<file path="config.mk">
export PLATFORM = sky130hd
export DESIGN_NAME = alu_control_seq
export DESIGN_NICKNAME = d
export VERILOG_FILES = /design/src/rtl/alu_control_seq.sv
export SDC_FILE = /design/constraint.sdc
export NUM_CORES = 1
export LEC_CHECK = 0
export ABC_AREA = 1
export CORE_ASPECT_RATIO = 0.7
export CORE_MARGIN = 10
export CORE_UTILIZATION = 30
export CTS_BUF_LIST = sky130_fd_sc_hd__clkbuf_16
export DETAILED_ROUTE_END_ITERATION = 12
export PLACE_DENSITY = 0.59
export SETUP_SLACK_MARGIN = 0.15
export SYNTH_ARGS = -nofsm -noshare
export SYNTH_HDL_FRONTEND = slang
export SYNTH_SLANG_ARGS = --single-unit
export TNS_END_PERCENT = 100
</file>
<file path="constraint.sdc">
create_clock -name clk -period 1.8 [get_ports clk]
set_input_delay 0.18 -clock clk [delete_from_list [all_inputs] [get_ports clk]]
set_output_delay 0.18 -clock clk [all_outputs]
set_load 0.01 [all_outputs]
</file>
<file path="src/rtl/alu_control_seq.sv">
// ALU control decoder with a start/stall sequencer for the RV32M multiply/divide unit.
// Optional feature macro: ALU_CTRL_DIV_EN (sequences DIV/DIVU/REM/REMU; otherwise they decode as illegal).
module alu_control_seq #(
  parameter int OP_W       = 4,
  parameter int MUL_CYCLES = 2,
  parameter int DIV_CYCLES = 32
) (
  input  logic            clk,
  input  logic            reset,
  input  logic            valid_i,
  input  logic [6:0]      funct7_i,
  input  logic [2:0]      ALU_Op_i,
  input  logic [2:0]      funct3_i,
  output logic [OP_W-1:0] ALU_Operation_o,
  output logic            mdu_start_o,
  output logic [2:0]      mdu_op_o,
  output logic            stall_o,
  output logic            done_o,
  output logic            illegal_o
);

  localparam int MAX_CYC = (MUL_CYCLES > DIV_CYCLES) ? MUL_CYCLES : DIV_CYCLES;
  localparam int CNT_W   = $clog2(MAX_CYC) + 1;

  localparam logic [3:0] C_ADD  = 4'b0000;
  localparam logic [3:0] C_LUI  = 4'b0001;
  localparam logic [3:0] C_OR   = 4'b0010;
  localparam logic [3:0] C_SLL  = 4'b0011;
  localparam logic [3:0] C_SRL  = 4'b0100;
  localparam logic [3:0] C_SUB  = 4'b0101;
  localparam logic [3:0] C_AND  = 4'b0111;
  localparam logic [3:0] C_XOR  = 4'b1000;
  localparam logic [3:0] C_SRA  = 4'b1001;
  localparam logic [3:0] C_SLT  = 4'b1010;
  localparam logic [3:0] C_SLTU = 4'b1011;
  localparam logic [3:0] C_MDU  = 4'b1100;

  typedef enum logic [1:0] {
    S_IDLE = 2'b00,
    S_BUSY = 2'b01,
    S_DONE = 2'b10
  } state_t;

  state_t           r_state;
  state_t           w_state_nxt;
  logic [CNT_W-1:0] r_cnt;
  logic [CNT_W-1:0] w_cnt_nxt;
  logic [2:0]       r_mdu_op;

  logic [3:0]       w_dec_code;
  logic             w_dec_ill;
  logic             w_is_mop;
  logic             w_mop_ok;
  logic             w_accept;
  logic [CNT_W-1:0] w_lat;

  logic [3:0]       w_code;
  logic             w_illegal;
  logic             w_stall;
  logic             w_start;
  logic             w_done;

  assign w_is_mop = (ALU_Op_i == 3'b000) && (funct7_i == 7'b0000001);

`ifdef ALU_CTRL_DIV_EN
  assign w_mop_ok = w_is_mop;
  assign w_lat    = funct3_i[2] ? CNT_W'(DIV_CYCLES - 1) : CNT_W'(MUL_CYCLES - 1);
`else
  assign w_mop_ok = w_is_mop && !funct3_i[2];
  assign w_lat    = CNT_W'(MUL_CYCLES - 1);
`endif

  // Reset gates acceptance so stall/start fall immediately even while an M op is presented.
  assign w_accept = (r_state == S_IDLE) && valid_i && w_mop_ok && !reset;

  always_comb begin
    w_dec_code = C_ADD;
    w_dec_ill  = 1'b0;
    case (ALU_Op_i)
      3'b000: begin
        if (funct7_i == 7'b0000000) begin
          case (funct3_i)
            3'b000:  w_dec_code = C_ADD;
            3'b001:  w_dec_code = C_SLL;
            3'b010:  w_dec_code = C_SLT;
            3'b011:  w_dec_code = C_SLTU;
            3'b100:  w_dec_code = C_XOR;
            3'b101:  w_dec_code = C_SRL;
            3'b110:  w_dec_code = C_OR;
            3'b111:  w_dec_code = C_AND;
            default: w_dec_code = C_ADD;
          endcase
        end else if ((funct7_i == 7'b0100000) && (funct3_i == 3'b000)) begin
          w_dec_code = C_SUB;
        end else if ((funct7_i == 7'b0100000) && (funct3_i == 3'b101)) begin
          w_dec_code = C_SRA;
        end else if (w_is_mop) begin
          w_dec_ill = !w_mop_ok;
        end else begin
          w_dec_ill = 1'b1;
        end
      end
      3'b001: begin
        case (funct3_i)
          3'b000:  w_dec_code = C_ADD;
          3'b010:  w_dec_code = C_SLT;
          3'b011:  w_dec_code = C_SLTU;
          3'b100:  w_dec_code = C_XOR;
          3'b110:  w_dec_code = C_OR;
          3'b111:  w_dec_code = C_AND;
          3'b001: begin
            if (funct7_i == 7'b0000000) w_dec_code = C_SLL;
            else                        w_dec_ill  = 1'b1;
          end
          3'b101: begin
            if (funct7_i == 7'b0000000)      w_dec_code = C_SRL;
            else if (funct7_i == 7'b0100000) w_dec_code = C_SRA;
            else                             w_dec_ill  = 1'b1;
          end
          default: w_dec_ill = 1'b1;
        endcase
      end
      3'b010:  w_dec_code = C_LUI;
      3'b011:  w_dec_code = C_ADD;
      3'b100:  w_dec_code = C_SUB;
      default: w_dec_ill  = 1'b1;
    endcase
  end

  always_comb begin
    w_state_nxt = r_state;
    w_cnt_nxt   = r_cnt;
    w_code      = 4'b0000;
    w_illegal   = 1'b0;
    w_stall     = 1'b0;
    w_start     = 1'b0;
    w_done      = 1'b0;
    case (r_state)
      S_IDLE: begin
        if (w_accept) begin
          w_state_nxt = S_BUSY;
          w_cnt_nxt   = w_lat;
          w_code      = C_MDU;
          w_stall     = 1'b1;
          w_start     = 1'b1;
        end else if (valid_i) begin
          w_code    = w_dec_code;
          w_illegal = w_dec_ill;
        end else begin
          w_code = 4'b0000;
        end
      end
      S_BUSY: begin
        w_code  = C_MDU;
        w_stall = 1'b1;
        if (r_cnt == {CNT_W{1'b0}}) begin
          w_state_nxt = S_DONE;
        end else begin
          w_cnt_nxt = r_cnt - {{(CNT_W-1){1'b0}}, 1'b1};
        end
      end
      S_DONE: begin
        w_code      = C_MDU;
        w_done      = 1'b1;
        w_state_nxt = S_IDLE;
      end
      default: begin
        w_state_nxt = S_IDLE;
        w_cnt_nxt   = {CNT_W{1'b0}};
      end
    endcase
  end

  always_ff @(posedge clk or posedge reset) begin
    if (reset) begin
      r_state  <= S_IDLE;
      r_cnt    <= {CNT_W{1'b0}};
      r_mdu_op <= 3'b000;
    end else begin
      r_state <= w_state_nxt;
      r_cnt   <= w_cnt_nxt;
      if (w_accept) r_mdu_op <= funct3_i;
    end
  end

  assign ALU_Operation_o = OP_W'(w_code);
  assign mdu_start_o     = w_start;
  assign mdu_op_o        = r_mdu_op;
  assign stall_o         = w_stall;
  assign done_o          = w_done;
  assign illegal_o       = w_illegal;

endmodule

</file>
# ---- Word-level counts from Yosys, hierarchy flattened
# Memories as Yosys holds them, arrays and structs flattened.
# Index checks and enable logic that the tools add are counted.
dict set report classes {
  magnitude_cmp 0
  bitwise 1
  reduce_logical 19
  n_eq_ne 18
  muxes 33
  div_mod_pow 0
  n_mul 0
  add_sub_neg 1
  shift 0
}
# op count
set ops {}
lappend ops {{$pmux W4 S8} 1}
lappend ops {{$mux W4} 7}
lappend ops {{$pmux W6 S3} 1}
lappend ops {{$pmux W4 S4} 1}
lappend ops {{$eq A3 B3 Y1 const B} 5}
lappend ops {{$mux W1} 13}
lappend ops {{$eq A3 B2 Y1 const B} 4}
lappend ops {{$mux W6} 2}
lappend ops {{$pmux W4 S2} 1}
lappend ops {{$eq A7 B1 Y1 const B} 1}
lappend ops {{$eq A7 B6 Y1 const B} 1}
lappend ops {{$logic_and A1 B1 Y1} 7}
lappend ops {{$logic_not A7 Y1} 1}
lappend ops {{$eq A3 B1 Y1 const B} 2}
lappend ops {{$logic_not A3 Y1} 2}
lappend ops {{$logic_not A6 Y1} 1}
lappend ops {{$mux W2} 3}
lappend ops {{$ne A2 B2 Y1 const B} 3}
lappend ops {{$sub A6 B1 Y6 const B} 1}
lappend ops {{$pmux W1 S2} 2}
lappend ops {{$pmux W2 S2} 1}
lappend ops {{$logic_not A1 Y1} 3}
lappend ops {{$pmux W1 S3} 1}
lappend ops {{$reduce_and A3 Y1} 1}
lappend ops {{7 further kinds} 7}
dict set report word_totals {
  romBits 32
  latchBits 0
  n_memories 1
  ram_bits 0
  ff_bits 11
}
# memory words word_bits read_ports rd_clocked_by_memory_dff wr line
set mem_list {}
lappend mem_list {{(name not given)} 8 4 1 0 0 82} ;# case (funct3_i)

# ---- Depth between registers and ports, before layout
dict set report depth {
  word_depth 12
  ltp_mapped 10
}

# ---- Least setup slack after synthesis
# OpenSTA, ideal clock, no wires.
dict set report synth_timing {
  kind {register -> output}
  start {reg r_state[0]}
  end {out ALU_Operation_o[2]}
  arrival_time_ns 1.498
  stages_incl_launch_ff 9
  n_path_buf 0
  setup_slack_ns 0.122
  cell_sequence {dfrtp_1 inv_1 ha_1 nand2_1 inv_1 nand4_4 inv_1 nor2_1 a21oi_1}
}
dict set report synth_via {
  elab_chain_cells 6
  elab_cells_between_ends 9
  classes_between {eq/ne (2); mux (2); reduce/logical (5)}
}
# element line
set synth_lines {}
lappend synth_lines {{start, declared} 44} ;# state_t r_state;
lappend synth_lines {{start signal, assigned} 180} ;# r_state <= w_state_nxt;
lappend synth_lines {{$logic_not A2 Y1} {74, 138}}
lappend synth_lines {{$logic_and A1 B1 Y1 (3 in series)} 74} ;# assign w_accept = (r_state == S_IDLE) && valid_i && w_mop_ok && !reset;
lappend synth_lines {{$mux W4} 140} ;# if (w_accept) begin
lappend synth_lines {{$pmux W4 S2 *} 138} ;# case (r_state)
lappend synth_lines {{end, declared} 14} ;# output logic [OP_W-1:0] ALU_Operation_o,
# Every way passes the cells marked *; elsewhere a longest branch is shown, timed or not.

# ---- Final worst setup path
dict set report layout_timing {
  start {reg r_state[0]}
  end {out ALU_Operation_o[1]}
}
# Same word-level chain as after synthesis.

==> impl_metrics.toml <==
[outcome]
status = "completed"

[floorplan]
rows = 18
die_w_microns = 92.7
dieHeight_microns = 70.9
die_area_sq_um = 6570
initial_utilization = 0.314
ioPinCount = 27
core_sq_um = 3540

[placed_design]
placed_cell_area_sq_um = 1630
numPortBuffers = 26
pre_cts_ws_ns = -0.491
gp_congestion = 0.832
placed_cells = 267
hpwl_microns = 2570

[final_layout]
fill_cells = 360
final_nets = 249
final_common_cell = "nand2_1"
final_area_sq_um = 1810
multiInputGateArea_sq_um = 843
synthToLayoutAreaGrowth_pct = 63.4
finish.utilization = 0.512
final_cell_mix = "38 x nand2_1, 31 x buf_4, 13 x nor2_1, 12 x dlygate4sd2_1"
regArea_sq_um = 275
layoutNonFillerInstCount = 276
drive_gt1_frac = 0.434
num_antenna_cells = 0

[timing]
period_share = 0.935
slew_violations = 0
worst_slew_pin_slew_ns = 0.267
min_period_ns = 1.68
final.setup.worst_slack_ns = 0.118
fmax_ghz = 0.594
slew_headroom = 0.820
setup_viol = 0
holdWs_ns = 0.293
hold_viol = 0
skew_ns = 0.00571
rsz0062_at_grt = "yes"

[synthesis]
ys_types = 24
synth_seq_cells = 11
ys.flop_type = "dfrtp_1"
synth_edf_count = 0
synth.largest_area_cell = "dfrtp_1"
syn_inst = 163
avgSynthCellArea_sq_um = 6.80
synth_warnings = 0
ys_seq_area_frac = 0.248
synth_top_area_frac = 0.248
synth_area_leaders = "dfrtp_1 25%, nand2_1 14%, nor2_1 7.1%"
synthesis.area_sq_um = 1110
mappedNetlistNets = 185
synthArstFlopShare = 1.00

[global_routing]
track_usage = 0.103
grt-ovfl-total = 0
grt_pass1_wl_microns = 5690
antenna_found_initial = 0
grt_start_max_net_pins = 13
grt_pass1_vias = 1174

[power_and_ir_drop]
pwr-share-comb = 0.237
pwr-share-seq = 0.295
p_clk_frac = 0.468
p_int_uw = 643
p_leak_uw = 0.000911
p_sw_uw = 232
switching_share = 0.265
p_per_area_nw_per_um2 = 483
ir_drop_mv = 0.277

[clock_network]
hold_buffers = 0
cts-root-buf = "clkbuf_16"
clkTransAtPathRegs_ns = 0.05
cts_buffers = 3
cts_tree = "yes"
htree_levels = 1
clock-sinks = 11
clock_path_buffers = 2
worstSkewPairLatency_ns = 0.24

[routing]
routed_via_density = 4.57
ant_nets = 0
vias = 1260
drt_first_iter_violations = 121
wl_microns = 3410
wl_per_cell_microns = 12.3
first_pass_iters = 4
drc_errors = 0

[run]
maxCapViolations = 0

[worst_setup_path]
worstSetupPathType = "flop to output port"
end_kind = "output port"
startpoint_type = "flop"
cp_data_required_time_ns = 1.62
cp.arrival_ns = 1.50
cp_max_fo = 2

[min_path]
hp-class = "primary input to asynchronous set/reset pin"
==> power groups by stage <==
stage	Combinational [uW]	Sequential, uW	Clock (uW)
2_1_floorplan	103	259	0
3_3_place_gp	203	259	0
3_5_place_dp	202	259	0
4_1_cts	204	257	412
5_1_grt	231	258	433
6_report	207	258	409
==> routing by layer <==
layer  wire, microns  vias to the layer above  GRT usage
li1                -                      645          -
met1            1700                      574      0.145
met2            1510                       37      0.153
met3             164                        4     0.0221
met4              31                        0     0.0256
met5               0                        -          0
==> repair_timing <==
item / 4_1_cts / 5_1_grt
endpoints found under the setup margin: 8 / 14
setup buffers: 2 / 2
resized for setup: 79 / 7
endpoints found under the hold margin: 0 / 0
pin swaps: 22 / 9
cloned: 0 / 1
==> area by class of cell <==
type / count / share of cell area
clock inverters: 1 / 0.00207
well taps: 50 / 0.0345
inverters: 19 / 0.0407
multi-input cells: 132 / 0.465
repair buffers: 60 / 0.264
clock buffers: 3 / 0.0414
flip-flops and latches: 11 / 0.152
==> cells in the mapped netlist (2+ instances only) <==
cell type / n
a21oi_1: 10
buf_6: 2
dfrtp_1: 11
ha_1: 6
inv_1: 18
nand2_1: 42
nand2_2: 6
nand2_4: 3
nand3_1: 10
nor2_1: 21
nor2_2: 2
nor2_4: 2
nor3b_1: 2
o21ai_0: 9
o21ai_2: 6
or2_2: 4
xor2_1: 2
==> path summary, 6_finish.rpt <==
check	start	end	slack, ns	cells after the start
setup / recovery	r_state[0]	ALU_Operation_o[1]	0.12	7
hold / removal	reset	mdu_op_o[2]	0.29	3
setup reg to reg	r_state[1]	r_cnt[2]	0.22	8
hold reg to reg	mdu_op_o[0]	mdu_op_o[0]	0.48	2
max in group asynchronous	reset	r_cnt[0]	1.27	4
min in group clk	mdu_op_o[0]	mdu_op_o[0]	0.48	2
==> logic make-up after synthesis <==
logic type      after synthesis  share of synthesized area
simple gates                 96                      0.436
buf+inv                      21                     0.0846
compound gates               26                      0.140
fa+ha+maj                     6                     0.0677
xor+xnor                      3                     0.0237
flops                        11                      0.248
==> stage by stage <==
step / power, uW / setup TNS (ns)
floorplan: 363 / 0
global placement: 462 / -2.99
detailed placement: 461 / -2.97
CTS: 873 / 0
global route: 922 / 0
finish: 875 / 0
==> state kept, by name (all words and copies together) (netlist names) <==
signal and flops:
r_state 2, mdu_op_o 3, r_cnt 6
==> worst max-delay path: stages (launching register included) <==
cell      delay (ns)
dfrtp_1         0.39
inv_2           0.09
ha_4            0.15
nand2_4         0.06
nor2_4          0.08
nand3b_1        0.15
nor3b_2         0.18
buf_2           0.15
(Power assumes the default switching activity.)
